$ cat src/rtl/bram_fifo_ctrl.sv
// rtl/bram_fifo_ctrl.sv - 512x16 streaming FIFO controller driving one BlockRAM_1KB tile
// A 2-entry output buffer absorbs the one-cycle RAM read latency for 1 word/cycle throughput.
module bram_fifo_ctrl #(
  parameter int WE_BIT     = 20,
  parameter int WR_SEL_LSB = 16,
  parameter int RD_SEL_LSB = 24,
  parameter int DEPTH_LOG2 = 9
) (
  input  logic                  clk,
  input  logic                  rst,
  input  logic [15:0]           s_data,
  input  logic                  s_valid,
  output logic                  s_ready,
  output logic [15:0]           m_data,
  output logic                  m_valid,
  input  logic                  m_ready,
  output logic [DEPTH_LOG2:0]   count,
  output logic [DEPTH_LOG2-2:0] bram_rd_addr,
  output logic [DEPTH_LOG2-2:0] bram_wr_addr,
  output logic [31:0]           bram_wr_data,
  input  logic [31:0]           bram_rd_data,
  output logic [5:0]            bram_cfg
);

  localparam int PW = DEPTH_LOG2;
  localparam logic [PW:0] RAM_FULL = {1'b1, {PW{1'b0}}};

  logic [PW-1:0] wr_ptr;
  logic [PW-1:0] rd_ptr;
  logic [PW:0]   ram_cnt;
  logic          inflight;
  logic [1:0]    ob_cnt;
  logic [15:0]   ob0;
  logic [15:0]   ob1;

  logic          push;
  logic          pop;
  logic          issue;
  logic [2:0]    pending;
  logic [1:0]    slot;
  logic          unused_rd_hi;

  assign s_ready  = !rst && (ram_cnt != RAM_FULL);
  assign m_valid  = !rst && (ob_cnt != 2'd0);
  assign push     = s_valid && s_ready;
  assign pop      = m_valid && m_ready;
  assign m_data   = ob0;
  assign bram_cfg = 6'b00_1_0_1_0;

  // Entries already committed to the output stage once this cycle's pop leaves.
  assign pending = {1'b0, ob_cnt} + {2'b00, inflight} - {2'b00, pop};
  assign issue   = !rst && (ram_cnt != '0) && (pending < 3'd2);

  assign count = ram_cnt + {{PW{1'b0}}, inflight} + {{(PW-1){1'b0}}, ob_cnt};

  assign bram_rd_addr = rd_ptr[PW-2:0];
  assign bram_wr_addr = wr_ptr[PW-2:0];
  assign unused_rd_hi = ^bram_rd_data[31:16];

  // Pointer MSB selects the 16-bit half of each 32-bit tile word.
  always_comb begin
    bram_wr_data             = '0;
    bram_wr_data[15:0]       = s_data;
    bram_wr_data[WR_SEL_LSB] = wr_ptr[PW-1];
    bram_wr_data[WE_BIT]     = push;
    bram_wr_data[RD_SEL_LSB] = rd_ptr[PW-1];
  end

  assign slot = ob_cnt - {1'b0, pop};

  always_ff @(posedge clk) begin
    if (rst) begin
      wr_ptr   <= '0;
      rd_ptr   <= '0;
      ram_cnt  <= '0;
      inflight <= 1'b0;
      ob_cnt   <= 2'd0;
      ob0      <= '0;
      ob1      <= '0;
    end else begin
      if (push)  wr_ptr <= wr_ptr + 1'b1;
      if (issue) rd_ptr <= rd_ptr + 1'b1;
      inflight <= issue;

      case ({push, issue})
        2'b10:   ram_cnt <= ram_cnt + 1'b1;
        2'b01:   ram_cnt <= ram_cnt - 1'b1;
        default: ram_cnt <= ram_cnt;
      endcase

      ob_cnt <= ob_cnt + {1'b0, inflight} - {1'b0, pop};
      if (pop) ob0 <= ob1;
      // Arrival lands behind whatever survives this cycle's pop.
      if (inflight) begin
        if (slot == 2'd0) ob0 <= bram_rd_data[15:0];
        else              ob1 <= bram_rd_data[15:0];
      end
    end
  end

endmodule
$ cat config.mk
export PLATFORM = sky130hd
export DESIGN_NAME = bram_fifo_ctrl
export DESIGN_NICKNAME = d
export VERILOG_FILES = /design/src/rtl/bram_fifo_ctrl.sv
export SDC_FILE = /design/constraint.sdc
export NUM_CORES = 1
export LEC_CHECK = 0
export ABC_AREA = 0
export ABC_CLOCK_PERIOD_IN_PS = 10500
export BUFFER_PORTS_ARGS = -buffer_cell sky130_fd_sc_hd__buf_4
export CAP_MARGIN = 20
export CORE_ASPECT_RATIO = 0.7
export CORE_MARGIN = 1
export CORE_UTILIZATION = 32
export CTS_CLUSTER_SIZE = 40
export DETAILED_ROUTE_END_ITERATION = 8
export PLACE_DENSITY_LB_ADDON = 0.05
export SETUP_SLACK_MARGIN = 0.4
export SLEW_MARGIN = 20
export SYNTH_ARGS = -nofsm -noshare
export SYNTH_HDL_FRONTEND = slang
export SYNTH_SLANG_ARGS = --single-unit
export TNS_END_PERCENT = 30
$ cat constraint.sdc
create_clock -name clk -period 10.5 [get_ports clk]
set_input_delay 1.575 -clock clk [delete_from_list [all_inputs] [get_ports clk]]
set_output_delay 1.575 -clock clk [all_outputs]
set_load 0.005 [all_outputs]
==> summary.md <==
| Metric | Value |
|---|---|
| Outcome | complete, no violations |
| Nets | 545 |
| Syn Area/Cell | 8.06 sq um |
| Flop-to-flop setup slack | 4770 ps |
| Commonest cells post-synth | dfxtp_1 (63), nand2_1 (62), nor2_1 (53) |
| Post-Synthesis Cells | 437 |
| Worst Path Required | 10720 ps |
| Hold WS | 454 ps |
| RSZ-0062 raised after global routing | no |
| Post_cts resized | 0 |
| Async set-reset flop share out of synthesis | 0% |
| Final hold vios | 0 |
| WHS Path Cells | 2 |
| Top_reg_cell synth | dfxtp_1 |
| Main combinational cell family by area after synthesis | simple AND/OR/NAND/NOR gates |
| Buffers & Inverters on Critical Path | 6 |
| Synth Area in Compound Gates | 13.0% |
| Critical Path Max Stage Delay | 570 ps |
| Worst vdd ir | 0.101 mV |
| Period utilisation layout | 66.2% |
| Met3 GRT Util | 4.52% |
| Antenna Nets Post-Route | 0 |
| Startpoint Class | input pin |
| Reg2Reg Capture Point | ram_cnt[9] |
| Setup bufs post-CTS | 0 |
| Register area | 1260 sq um |
| Final period demand of the worst path | 6950 ps |
| Max_cap viols | 0 |
| CTS Buffer Depth | 2 |
| Worst-path cell chain | buf_4, a21oi_2, buf_4, nand2_1, inv_1, ha_1, inv_1, ha_1, inv_1, fa_1, xnor2_1, nand3b_1, or2_4, inv_1, ha_1, ha_1, a211oi_1, nor2_1, a221oi_1, mux2i_1, mux2_2 |
| Routed WL | 8110 microns |
| Clk_lat worst skew | 330 ps |
| Simple-gate share of the synthesized area | 22.7% |
| Post-Syn Area | 3520 sq um |
| CP Data Arrival Time | 7170 ps |
| Most common cell in the netlist | dfxtp_1 |
| Area leader, netlist | dfxtp_1 |
| Clock tree sinks | 63 |
| Violation count after the first detailed-route iteration | 121 |
| Post-layout util | 40.0% |
| Multiplexer share of the synthesized area | 1.78% |
| Hold endpoint | ob1[12] |
| Global-route track usage on met2 | 21.0% |
| Post-DP HPWL | 5580 microns |
| EDFF count, synth | 0 |
| Vias per std cell | 4.65 |
| Starting Density | 33.5% |
| R2R Path Start | ob_cnt[1] |
| TritonCTS Buffers | 9 |
| Yosys warns | 0 |
| Die area | 11400 sq um |
| Fillers | 1126 |
| Final setup viols | 0 |
| First-pass detailed-route iteration total | 5 |
| CTS Hold Bufs | 0 |
| Design Power | 1.06 mW |
| Multi-input logic area | 1900 sq um |
| CTS tree | yes |
| Critical path peak fanout | 70 |
| Worst clock skew | 5.63 ps |
| Layout cells sized above 1 | 18.6% |
| Crit path kind | in -> reg |
| Via count | 2916 |
| Post-route setup TNS | 0 ps |
| Power per Cell Area | 251 nW/um^2 |
| Boundary Pins | 134 |
| Gr ovfl total | 0 |
| Area Overhead vs Synth | 19.3% |
| Critical path endpoint category | flop |
| Placer Congestion | 0.773 |
| Die Y | 89.8 microns |
| GR peak layer | met1 |
| Synth area leaders | dfxtp_1 (36%), buf_4 (7.7%), nand2_1 (6.6%), nor2_1 (5.6%), ha_1 (5.3%) |
| Area of the core | 10500 sq um |
| Largest net degree at the start of global routing | 71 |
| H-Tree Depth | 3 |
| Routed wire length per instance | 12.9 microns |
| Slowest CP cell | buf_4 |
| Buffers on Ports | 66 |
| Root Driver | clkbuf_16 |
| Min-Delay Startpoint | ob1[12] |
| Antenna violations before repair | 0 |
| Share of the synthesized area in the top cell type | 35.8% |
| Clk slew on worst S/H paths | 50 ps |
| Static Leakage | 1.76 nW |
| Synth unique cells | 47 |
| Synth Area in Adders | 7.60% |
| GRT Util Overall | 14.9% |
| Global-route wire length before repair | 13500 microns |
| Register area share after synthesis | 35.8% |
| Slew Limit Fails | 0 |
| GR Layer Usage met1 | 21.4% |
| Synth Area in XOR/XNOR | 6.71% |
| # diodes | 0 |
| F_max | 0.144 GHz |
| Slew @ Worst Pin | 750 ps |
| #FFs+latches synth | 63 |
| Die width | 127 microns |
| Hold Path Class | reg -> reg |
| Slew headroom | 50.0% |
| R2R cell count | 21 |
| CP delay by family, top | adder cells |
| Vias in the first global route | 2712 |
| DRC | 0 |
| FP Rows | 31 |
[per-layer routing]
metal	part of all wire, %	vias to the layer above
met5	0	-
met4	1.3	0
met3	5.3	16
met2	40	66
met1	53	1328
li1	-	1506
[cell families after synthesis]
family | count (synthesis)
AND/OR/NAND/NOR | 175
adder cells (fa/ha/maj) | 19
flip-flops | 63
buffers and inverters | 78
other | 2
AO/OA/AOI/OAI | 67
XOR/XNOR | 27
multiplexers | 6
[through the flow]
stage               cells  cell area (sq um)  setup WS [ps]
floorplan             454               3590           4490
global placement      611               3930           3210
detailed placement    611               3930           3200
CTS                   627               4200           3510
global route          627               4200           3140
finish                627               4200           3550
[layout make-up]
| type | count | share of cell area, % |
|---|---|---|
| sequential | 63 | 30.0 |
| multi-input combinational | 313 | 45.2 |
| timing repair buffer | 67 | 12.0 |
| clock inverter | 3 | 0.417 |
| tap | 148 | 4.41 |
| inverter | 20 | 1.79 |
| clock buffer | 13 | 6.19 |
[placed cells by master, fill, tap and decap left out, types with 2 or more instances in the layout]
cell | Yosys | layout
buf_4 | 36 | 67
dfxtp_1 | 63 | 63
nand2_1 | 62 | 62
nor2_1 | 53 | 53
a21oi_1 | 28 | 27
nand3_1 | 27 | 27
inv_1 | 20 | 20
conb_1 | 2 | 19
a311oi_1 | 16 | 16
xnor2_1 | 15 | 15
ha_1 | 15 | 15
xor2_1 | 12 | 12
clkbuf_16 | 0 | 9
nand4_1 | 6 | 6
nor3_1 | 4 | 4
nand3b_1 | 4 | 4
nand2b_1 | 4 | 4
a21o_1 | 4 | 4
mux2i_1 | 4 | 4
fa_1 | 4 | 4
nor4_2 | 3 | 3
a41oi_1 | 3 | 3
a211oi_1 | 3 | 3
nor2b_1 | 3 | 3
o21a_1 | 2 | 2
or3_1 | 2 | 2
o21ai_0 | 2 | 2
clkinv_2 | 0 | 2
clkbuf_8 | 0 | 2
clkbuf_1 | 18 | 2
[worst max-delay path by stage]
stage	start	cells past startpoint	to	slack, ps
2_1_floorplan	rst	21	ram_cnt[9]	4490
3_3_place_gp	rst	21	ram_cnt[9]	3210
3_5_place_dp	rst	21	ram_cnt[9]	3200
4_1_cts	rst	21	ram_cnt[9]	3510
5_1_grt	rst	21	ram_cnt[9]	3140
6_report	rst	21	ram_cnt[9]	3550
[tightest hold or removal path, delay by kind of cell (launching register included)]
family	cells	cell delay [ps]
flip-flops	1	310
AO/OA/AOI/OAI	1	50
AND/OR/NAND/NOR	1	50
[where the power goes]
group	switching, mW	internal [mW]	total, mW	leakage (nW)
Sequential	0.0491	0.294	0.343	0.512
Clock	0.105	0.172	0.277	0.136
Combinational	0.242	0.194	0.437	1.11
Total	0.397	0.660	1.06	1.76
[state kept, by name (all words and copies together), names as in the netlist]
name and count:
m_data 16, ob1 16, ram_cnt 10, rd_ptr 9
wr_ptr 9, ob_cnt 2, inflight 1
(Power assumes the default switching activity.)
